`src/rtl/seq_game_engine.sv`:
```
// Round engine for the memory game: grows a random symbol sequence, plays it on one-hot LEDs
// and checks player entries in forward or reverse order. Define SEQ_TIMEOUT_EN to enable the entry timeout.
module seq_game_engine #(
    parameter int SYM_W       = 3,
    parameter int MAX_LEN     = 25,
    parameter int ON_CYC      = 8,
    parameter int OFF_CYC     = 4,
    parameter int TIMEOUT_CYC = 64,
    localparam int LEN_W      = $clog2(MAX_LEN + 1)
) (
    input  logic                  clk,
    input  logic                  rst_n,
    input  logic                  start,
    input  logic                  reverse,
    input  logic [SYM_W-1:0]      rand_sym,
    input  logic                  in_valid,
    input  logic [SYM_W-1:0]      in_sym,
    output logic                  in_ready,
    output logic [2**SYM_W-1:0]   led,
    output logic [LEN_W-1:0]      score,
    output logic                  round_pass,
    output logic                  fail,
    output logic                  win,
    output logic                  timeout
);

    localparam int IDX_W  = (MAX_LEN > 1) ? $clog2(MAX_LEN) : 1;
    localparam int PH_MAX = (ON_CYC > OFF_CYC) ? ON_CYC : OFF_CYC;
    localparam int PH_W   = (PH_MAX > 1) ? $clog2(PH_MAX) : 1;

    localparam logic [LEN_W-1:0] LEN_ONE  = LEN_W'(1);
    localparam logic [LEN_W-1:0] LEN_MAX  = LEN_W'(MAX_LEN);
    localparam logic [PH_W-1:0]  PH_ONE   = PH_W'(1);
    localparam logic [PH_W-1:0]  ON_LAST  = PH_W'(ON_CYC - 1);
    localparam logic [PH_W-1:0]  OFF_LAST = PH_W'(OFF_CYC - 1);

    if (MAX_LEN < 1 || ON_CYC < 1 || OFF_CYC < 1 || TIMEOUT_CYC < 1) begin : g_bad_params
        $error("seq_game_engine: MAX_LEN, ON_CYC, OFF_CYC and TIMEOUT_CYC must all be at least 1");
    end

    typedef enum logic [2:0] {
        S_IDLE,
        S_APPEND,
        S_SHOW_ON,
        S_SHOW_OFF,
        S_COLLECT,
        S_FAIL,
        S_WIN
    } state_t;

    state_t           state;
    logic [SYM_W-1:0] mem [0:MAX_LEN-1];
    logic [LEN_W-1:0] len;
    logic [LEN_W-1:0] idx;
    logic [LEN_W-1:0] pos;
    logic [PH_W-1:0]  ph_cnt;
    logic             rev_q;

    logic [LEN_W-1:0] last_idx;
    logic [LEN_W-1:0] exp_addr;
    logic [SYM_W-1:0] show_sym;
    logic [SYM_W-1:0] exp_sym;
    logic             entry_match;

`ifdef SEQ_TIMEOUT_EN
    localparam int TO_W = (TIMEOUT_CYC > 1) ? $clog2(TIMEOUT_CYC) : 1;
    localparam logic [TO_W-1:0] TO_ONE  = TO_W'(1);
    localparam logic [TO_W-1:0] TO_LAST = TO_W'(TIMEOUT_CYC - 1);

    logic [TO_W-1:0] to_cnt;
    logic            timeout_q;

    assign timeout = timeout_q;
`else
    assign timeout = 1'b0;
`endif

    // Reverse order walks the stored sequence from its newest entry back to the first.
    always_comb begin
        last_idx    = len - LEN_ONE;
        exp_addr    = rev_q ? (last_idx - pos) : pos;
        show_sym    = mem[idx[IDX_W-1:0]];
        exp_sym     = mem[exp_addr[IDX_W-1:0]];
        entry_match = (in_sym == exp_sym);
    end

    always_comb begin
        led = '0;
        if (state == S_SHOW_ON) begin
            led[show_sym] = 1'b1;
        end
    end

    assign in_ready = (state == S_COLLECT);
    assign fail     = (state == S_FAIL);
    assign win      = (state == S_WIN);

    // The sequence store needs no reset: entries are always written before they are read.
    always_ff @(posedge clk) begin
        if (state == S_APPEND) begin
            mem[len[IDX_W-1:0]] <= rand_sym;
        end
    end

    always_ff @(posedge clk or negedge rst_n) begin
        if (!rst_n) begin
            state      <= S_IDLE;
            len        <= '0;
            idx        <= '0;
            pos        <= '0;
            ph_cnt     <= '0;
            rev_q      <= 1'b0;
            score      <= '0;
            round_pass <= 1'b0;
`ifdef SEQ_TIMEOUT_EN
            to_cnt     <= '0;
            timeout_q  <= 1'b0;
`endif
        end else begin
            round_pass <= 1'b0;
            case (state)
                S_IDLE, S_FAIL, S_WIN: begin
                    if (start) begin
                        rev_q <= reverse;
                        len   <= '0;
                        score <= '0;
`ifdef SEQ_TIMEOUT_EN
                        timeout_q <= 1'b0;
`endif
                        state <= S_APPEND;
                    end
                end

                S_APPEND: begin
                    len    <= len + LEN_ONE;
                    idx    <= '0;
                    ph_cnt <= '0;
                    state  <= S_SHOW_ON;
                end

                S_SHOW_ON: begin
                    if (ph_cnt == ON_LAST) begin
                        ph_cnt <= '0;
                        state  <= S_SHOW_OFF;
                    end else begin
                        ph_cnt <= ph_cnt + PH_ONE;
                    end
                end

                S_SHOW_OFF: begin
                    if (ph_cnt == OFF_LAST) begin
                        ph_cnt <= '0;
                        if (idx == last_idx) begin
                            pos   <= '0;
`ifdef SEQ_TIMEOUT_EN
                            to_cnt <= '0;
`endif
                            state <= S_COLLECT;
                        end else begin
                            idx   <= idx + LEN_ONE;
                            state <= S_SHOW_ON;
                        end
                    end else begin
                        ph_cnt <= ph_cnt + PH_ONE;
                    end
                end

                S_COLLECT: begin
                    if (in_valid) begin
`ifdef SEQ_TIMEOUT_EN
                        to_cnt <= '0;
`endif
                        if (!entry_match) begin
                            state <= S_FAIL;
                        end else if (pos == last_idx) begin
                            score      <= len;
                            round_pass <= 1'b1;
                            state      <= (len == LEN_MAX) ? S_WIN : S_APPEND;
                        end else begin
                            pos <= pos + LEN_ONE;
                        end
                    end
`ifdef SEQ_TIMEOUT_EN
                    else if (to_cnt == TO_LAST) begin
                        timeout_q <= 1'b1;
                        state     <= S_FAIL;
                    end else begin
                        to_cnt <= to_cnt + TO_ONE;
                    end
`endif
                end

                default: state <= S_IDLE;
            endcase
        end
    end

endmodule
```
`config.mk`:
```
export PLATFORM = sky130hd
export DESIGN_NAME = seq_game_engine
export DESIGN_NICKNAME = d
export VERILOG_FILES = /design/src/rtl/seq_game_engine.sv
export SDC_FILE = /design/constraint.sdc
export NUM_CORES = 1
export LEC_CHECK = 0
export ABC_AREA = 1
export CAP_MARGIN = 15
export CORE_MARGIN = 1
export CORE_UTILIZATION = 50
export DETAILED_ROUTE_END_ITERATION = 10
export DONT_BUFFER_PORTS = 1
export PLACE_DENSITY = 0.76
export SETUP_SLACK_MARGIN = 0.4
export SLEW_MARGIN = 20
export SYNTH_ARGS = -nofsm -noshare
export SYNTH_HDL_FRONTEND = slang
export SYNTH_SLANG_ARGS = --single-unit
```
`constraint.sdc`:
```
create_clock -name clk -period 6.2 [get_ports clk]
set_input_delay 1.55 -clock clk [delete_from_list [all_inputs] [get_ports clk]]
set_output_delay 1.55 -clock clk [all_outputs]
set_load 0.03 [all_outputs]
```
Word level (Yosys, flattened, before mapping)
Memory sizes are Yosys's and may differ from the RTL's.
Cells that the tools add are included.
{ "classes": {"eq_ne": 22, "n_addsub": 6, "mux": 37, "n_reduce_logical": 14, "order_cmp": 2} }
{ "op_table": {"columns": ["cell", "n"], "rows": [
  ["$mux 5", 12],
  ["$pmux 5 s2", 4],
  ["$mux 3", 10],
  ["$add 5x1->5 const B", 3],
  ["$pmux 3 s5", 1],
  ["$eq 3x3->1 const B", 4],
  ["$ne 2x2->1 const B", 6],
  ["$eq 5x5->1", 2],
  ["$reduce_and 5->1", 2],
  ["$eq 3x2->1 const B", 3],
  ["$pmux 3 s3", 1],
  ["$mux 8", 1],
  ["$reduce_bool 2->1", 4],
  ["$mux 1", 7],
  ["$ne 2x1->1 const B", 3],
  ["$reduce_and 6->1", 1],
  ["$eq 5x5->1 const B", 1],
  ["$sub 5x1->5 const B", 1],
  ["$sub 5x5->5", 1],
  ["$lt 3x4->1 const B", 1],
  ["$reduce_and 2->1", 2],
  ["$add 3x1->3 const B", 1],
  ["$demux 1 s3", 1],
  ["$eq 3x1->1 const B", 1],
  ["other kinds (8)", 8]
]} }
{ "word_totals": {"reg_bits": 28, "inputBits": 11, "mem_bits_rw": 75, "memories": 1, "out_inout_bits": 18} }
{ "mem_list": {"columns": ["memory", "depth", "word_bits", "read_ports", "rd_ports_with_merged_regs", "write_ports", "line", "rtl"], "rows": [
  ["mem", 25, 3, 2, 0, 1, "52", "logic [SYM_W-1:0] mem [0:MAX_LEN-1];"]
]} }

Depth between registers and ports, before layout
Gate-level depths: netlist of run 1.
An unclocked memory read counts as a cell.
{ "depth": {"depth_word": 8, "depth_mapped": 22} }

Least setup slack after synthesis of run 1
OpenSTA, ideal clock, no wires.
{ "synth_path": {"kind": "reg2out", "from": "reg idx[0]", "to": "out led[6]", "arrival_ns": 2.110, "path_stages_with_launch": 12, "path_slack_ns": 2.540, "path_cell_list": "dfrtp_1 > inv_1 > clkbuf_1 > clkbuf_1 > o21ai_0 > o221ai_1 > o211ai_1 > o211ai_1 > o21ai_0 > inv_1 > nand2_1 > nor2_1"} }
{ "synth_via": {"elab_chain_cells": 6} }
{ "synth_lines": {"columns": ["element", "line", "rtl"], "rows": [
  ["start: declaration", "54", "logic [LEN_W-1:0] idx;"],
  ["start signal: assignment", "160", "idx <= idx + LEN_ONE;"],
  ["$mem_v2 25x3 *", null, null],
  ["$lt 3x4->1 (not written as such) or $ge 3x1->1 (tied branches)", "90", "led[show_sym] = 1'b1;"],
  ["$logic_and 1x1->1 (not written as such)", "90", null],
  ["$mux 1 (not written as such)", "90", null],
  ["$demux 1 s3 *", "90", null],
  ["$mux 8 *", "89", "if (state == S_SHOW_ON) begin"],
  ["end: declaration", "19", "output logic [2**SYM_W-1:0] led,"]
]} }
Mark *: on every way between the ends. The rest lies on a longest branch, timed or not.

Worst setup path after layout of run 1
{ "layout_path": {"from": "reg idx[1]", "to": "out led[4]"} }
The elaborated chain is that of the path after synthesis.

==> results_dict.tcl, run 1 <==
set metrics [dict create \
    worst_path_largest_cell_delay_ns 0.73 \
    dp_hpwl_mm 11.6 \
    post_cts_buffers 0 \
    first_pass_iters 7 \
    setup_viol 0 \
    ir_drop_mv 0.253 \
    ios 29 \
    crit_chain "inv_1 > o21ai_0 > o22ai_1 > o21ai_0 > o32ai_1 > o21ai_0 > nand2_1 > nor2_1" \
    tightest_slew_ns 1.04 \
    cp.arrival_ns 3.09 \
    synthMuxAreaShare 0 \
    gp_congestion 0.962 \
    synth_top_family_by_area "simple AND/OR/NAND/NOR gates" \
    period_needed_ns 4.64 \
    fin_skew_ns 0.00628 \
    ys_seq_area_frac 0.478 \
    share_comb_of_total_power 0.565 \
    finalCritPeriodShare 0.748 \
    met2_wirelength_mm 7.60 \
    synth_edf_count 75 \
    internal-power_w 0.00167 \
    syn_avg_cell_area_um2 8.29 \
    powerDensity_nw_per_um2 520 \
    post_cts_resized 0 \
    post_dp_cell_area_um2 6150 \
    antenna_found_initial 0 \
    highest_layer "met4" \
    area_growth_pct 4.19 \
    grt_pass1_wl_mm 26.4 \
    power_w 0.00335 \
    worst_slack_ns 1.56 \
    hp-class "reg2reg" \
    grt_max_degree 40 \
    drv_cap 0 \
    fmaxAchievable_mhz 216 \
    timing.setup.tns_ns 0 \
    pwr-share-seq 0.268 \
    cp_data_required_time_ns 4.65 \
    netlist_instances 745 \
    ys_ff_latch 103 \
    hold_violations 0 \
    final_util 0.536 \
    cts_buffers 9 \
    async_reset_ff_frac 0.272 \
    n_antenna_cell 0 \
    numClockSinks 103 \
    synth_fp_nets 771 \
    coreArea_um2 12000 \
    fill_cells 1093 \
    cts_tree "done" \
    rsz0062_at_grt "false" \
    cp_common_cell "o21ai_0" \
    p_sw_w 0.00168 \
    viasPerCell 6.08 \
    die_area_um2 12800 \
    routed_wl_mm 16.6 \
    slew_violations 0 \
    rows 40 \
    fp.dieW_um 113 \
    cp_slowest_cell "dfrtp_1" \
    switching_share 0.501 \
    synthAdderAreaFrac 0.0316 \
    synth-simple-area-share 0.313 \
    nets 751 \
    cts-root-buf "clkbuf_16" \
    clkLatencyLatePin_ns 0.35 \
    cts_hold_buffers 0 \
    crit_path_start_kind "register" \
    pre_cts_ws_ns 1.93 \
    port_buffers 0 \
    crit_path_end_kind "primary output" \
    outcome "finished, final reports clean" \
    dr_wl_met3_mm 1.34 \
    wire_per_inst_um 18.9 \
    leakagePower_nw 2.64 \
    yosys_warnings 0 \
    gr-usage-all-layers 0.271 \
    initial_core_util 0.514 \
    synth-compound-area-share 0.0972 \
    clk_path_buf_depth 2 \
    drc 0 \
    htreeDepth 3 \
    met1_length_mm 7.00 \
    netlist_area_um2 6180 \
    clkPwrFrac 0.167 \
    critPathKind "reg2out" \
    drive_above_1_share 0.0671 \
    synth-xor-area-share 0.0128 \
    ys.flop_type "edfxtp_1" \
    first_iter_violations 640 \
    path_max_fanout 22 \
    grt_pass1_vias 5090 \
    ys_types 48 \
    final_area_um2 6440 \
    clkTransAtPathRegs_ns 0.07 \
    num_vias 5329 \
    relSlewSlack 0.306 \
    die_h_um 113 \
    grt.overflow.total 0 \
    ant_nets 0 \
]
worst max-delay path: cells and delay by family (launching register included):
| kind | cells | cell delay, ns |
|---|---|---|
| flip-flops | 1 | 0.73 |
| AO/OA/AOI/OAI | 5 | 0.90 |
| AND/OR/NAND/NOR | 2 | 0.60 |
| buffers and inverters | 1 | 0.50 |
layout make-up:
type | count | area, µm² | share of cell area
inverters | 51 | 191 | 0.0297
multi-input cells | 558 | 2810 | 0.436
well taps | 147 | 184 | 0.0286
clock inverters | 4 | 47.5 | 0.00739
flip-flops and latches | 103 | 2950 | 0.459
clock buffers | 12 | 236 | 0.0367
repair buffers | 2 | 15.0 | 0.00233
flip-flops by register name, indices dropped and copies added, names as in the netlist:
register    cells
mem            75
idx             5
len             5
pos             5
score           5
ph_cnt          3
state           3
rev_q           1
round_pass      1
synth_stat cells (all sizes together), types with 9 or more instances:
cell type    n  area, µm²
nand4       14       87.6
dfrtp       28        701
a21oi       18       93.8
nor2        85        322
ha          14        175
nand3       88        493
nand2      237        941
o21ai       47        262
clkbuf      14       52.6
inv         50        188
o22ai        9       56.3
edfxtp      75       2250
buf         19        171
power by group through the flow:
stage	Clock [W]	Sequential, W	Combinational [W]
detailed placement	0	0.000908	0.00184
global placement	0	0.000905	0.00177
global route	0.000589	0.000907	0.00211
finish	0.000561	0.000896	0.00189
CTS	0.000561	0.000893	0.00185
floorplan	0	0.000857	0.00154
placed cells by master (no fill, tap or decap), types with 2 or more instances in the layout:
master	count
o22ai_1	9
nand2_1	228
clkbuf_16	9
dfrtp_1	28
o21ai_4	2
o32ai_1	2
nand3_2	8
buf_4	2
a221oi_1	3
inv_2	6
nand4_1	14
clkbuf_1	3
or2_2	4
a21oi_1	17
inv_1	44
ha_1	14
nand3_1	79
nand2_4	3
edfxtp_1	75
nor2_1	84
nor3_1	5
o221ai_1	6
xor2_1	6
o21ai_0	43
o211ai_1	4
nand2_2	5
nor3b_1	2
a32o_1	2
xnor2_1	3
through the flow:
stage / std cells / hold WS [ns]
floorplan: 745 / 0.457
global placement: 861 / 0.473
detailed placement: 861 / 0.495
CTS: 877 / 0.506
global route: 877 / 0.542
finish: 877 / 0.507
per-layer routing:
metal,GRT usage,vias up
met5,0,-
met4,0.138,0
met3,0.0316,57
met2,0.430,297
met1,0.369,2482
li1,-,2493
final timing paths:
path | start | to | slack [ns] | cells after the start
min in group asynchronous | rst_n | idx[1] | 0.89 | 0
worst min register to register | ph_cnt[0] | ph_cnt[0] | 0.51 | 1
worst max register to register | len[0] | pos[1] | 2.43 | 20
worst min-delay path | ph_cnt[0] | ph_cnt[0] | 0.51 | 1
worst max-delay path | idx[1] | led[4] | 1.56 | 8
max in group asynchronous | rst_n | idx[2] | 5.24 | 0
cells by family (layout without fill, tap and decap cells):
kind of cell,count (synthesis),in the layout
and+or+nand+nor,437,437
other,1,1
DFF,103,103
buffers and inverters,84,69
AOI/OAI and AO/OA,96,96
adders and majority gates,15,15
xor gates and xnor gates,9,9
(Power assumes the default switching activity.)
==> inputs of run 2 (changes only) <==
- PLACE_DENSITY: 0.76 -> 0.79
- clock period: 6.2 -> 3.9 ns (I/O delays scaled with it)
==> results_dict.tcl, run 2 (synthesized netlist as in run 1, its figures left out) <==
set metrics [dict create \
    outcome "finished, final reports clean" \
    wire_per_inst_um 18.9 \
    clkLatencyLatePin_ns 0.36 \
    clkTransAtPathRegs_ns 0.07 \
    largest_reg_flops 75 \
    coreArea_um2 12000 \
    reg2reg_to "score[2]" \
    n_antenna_cell 0 \
    timing.rr.start "len[0]" \
    grt_use_met3 0.0493 \
    hp-class "in2async" \
    cp.arrival_ns 2.39 \
    layout_commonest_cell "nand2_1" \
    ant_nets 0 \
    slew_violations 0 \
    rsz0062_at_grt "true" \
    fp.dieW_um 113 \
    cts-root-buf "clkbuf_16" \
    gr-usage-met1 0.352 \
    die_h_um 113 \
    crit_chain "buf_12 > clkinvlp_2 > buf_4 > a21oi_1 > a221oi_1 > o211ai_1 > nand3_2 > nor2_1 > buf_4" \
    tightest_slew_ns 0.889 \
    powerDensity_nw_per_um2 837 \
    area_growth_pct 9.72 \
    hold_violations 0 \
    antenna_found_initial 0 \
    path_max_fanout 5 \
    worst_path_largest_cell_delay_ns 0.44 \
    initial_core_util 0.514 \
    drive_above_1_share 0.126 \
    num_vias 5539 \
    crit_path_start_kind "register" \
    first_iter_violations 746 \
    leakagePower_nw 2.78 \
    port_buffers 0 \
    relSlewSlack 0.403 \
    gp_congestion 0.891 \
    numClockSinks 103 \
    die_area_um2 12800 \
    grt_pass1_vias 5176 \
    crit_buf_inv 4 \
    nets 776 \
    htreeDepth 3 \
    drv_cap 0 \
    finalCritPeriodShare 0.864 \
    rows 40 \
    crit_path_end_kind "primary output" \
    fmaxAchievable_mhz 297 \
    ir_drop_mv 0.431 \
    critPathKind "reg2out" \
    timing.setup.tns_ns 0 \
    cp_slowest_cell "dfrtp_2" \
    cp_data_required_time_ns 2.92 \
    cp_common_cell "buf_4" \
    final_cell_mix "226 x nand2_1, 84 x nor2_1, 77 x nand3_1, 75 x edfxtp_1, 41 x inv_1" \
    fin_skew_ns 0.00726 \
    top_usage_layer "met2" \
    grt_pass1_wl_mm 26.3 \
    routed_wl_mm 17.1 \
    clk_path_buf_depth 2 \
    period_needed_ns 3.37 \
    reg2regPathDepth 21 \
    viasPerCell 6.14 \
    worst_slack_ns 0.531 \
    met2_usage 0.431 \
    cts_buffers 9 \
    dp_hpwl_mm 11.1 \
    gr-usage-all-layers 0.267 \
    pre_cts_ws_ns 0.403 \
    cts_tree "done" \
    ios 29 \
    r2r_setup_slack_ns 0.57 \
    grt_max_degree 40 \
    drc 0 \
    first_pass_iters 8 \
    grt.overflow.total 0 \
    cp_top_family "buffers and inverters" \
    setup_viol 0 \
]
-- run 2: final cells by class --
cell class	instances	area [µm²]
Clock buffer	9	225
Clock inverter	7	57.6
Fill cell	1030	5230
Inverter	51	203
Multi-Input combinational cell	559	2900
Sequential cell	103	2960
Tap cell	147	184
Timing Repair Buffer	22	226
Timing Repair inverter	4	27.5
-- run 2: metal layers --
metal / wire length, µm / part of all wire / vias to the layer above
met5: 0 / 0 / -
met2: 7970 / 0.47 / 318
met4: 648 / 0.038 / 0
li1: - / - / 2537
met3: 1650 / 0.096 / 61
met1: 6820 / 0.40 / 2623
-- run 2: stage by stage --
stage | std cells | util | total power, W | hold WS, ns | cell area (µm²)
after floorplan | 745 | - | 0.00381 | 0.457 | 6180
after global placement | 872 | 0.519 | 0.00430 | 0.475 | 6230
after detailed placement | 872 | 0.519 | 0.00437 | 0.486 | 6230
after CTS | 889 | 0.545 | 0.00526 | 0.301 | 6550
after global routing | 902 | 0.564 | 0.00605 | 0.292 | 6780
final | 902 | 0.564 | 0.00567 | 0.301 | 6780
-- run 2: what timing repair did --
action                                  4_1_cts  5_1_grt
hold endpoints to repair                      0        0
setup buffers                                 0        9
hold buffers                                  0        0
gates cloned                                  1        4
gates resized for setup                       7       28
endpoints found under the setup margin       18       22
pin swaps                                     1        4
-- run 2: worst max path at each step --
stage	start	end	slack, ns	cells past startpoint
floorplan	idx[0]	led[6]	0.82	11
global route	len[0]	score[1]	0.34	21
finish	idx[1]	led[2]	0.53	9
CTS	len[0]	pos[1]	0.41	20
detailed placement	len[0]	pos[1]	0.40	21
global placement	len[0]	pos[0]	0.49	21
-- run 2: report_power, final --
part           switching (W)  internal, W  total, W
clock               0.000421     0.000441  0.000862
sequential          0.000139      0.00128   0.00142
combinational        0.00229      0.00111   0.00339
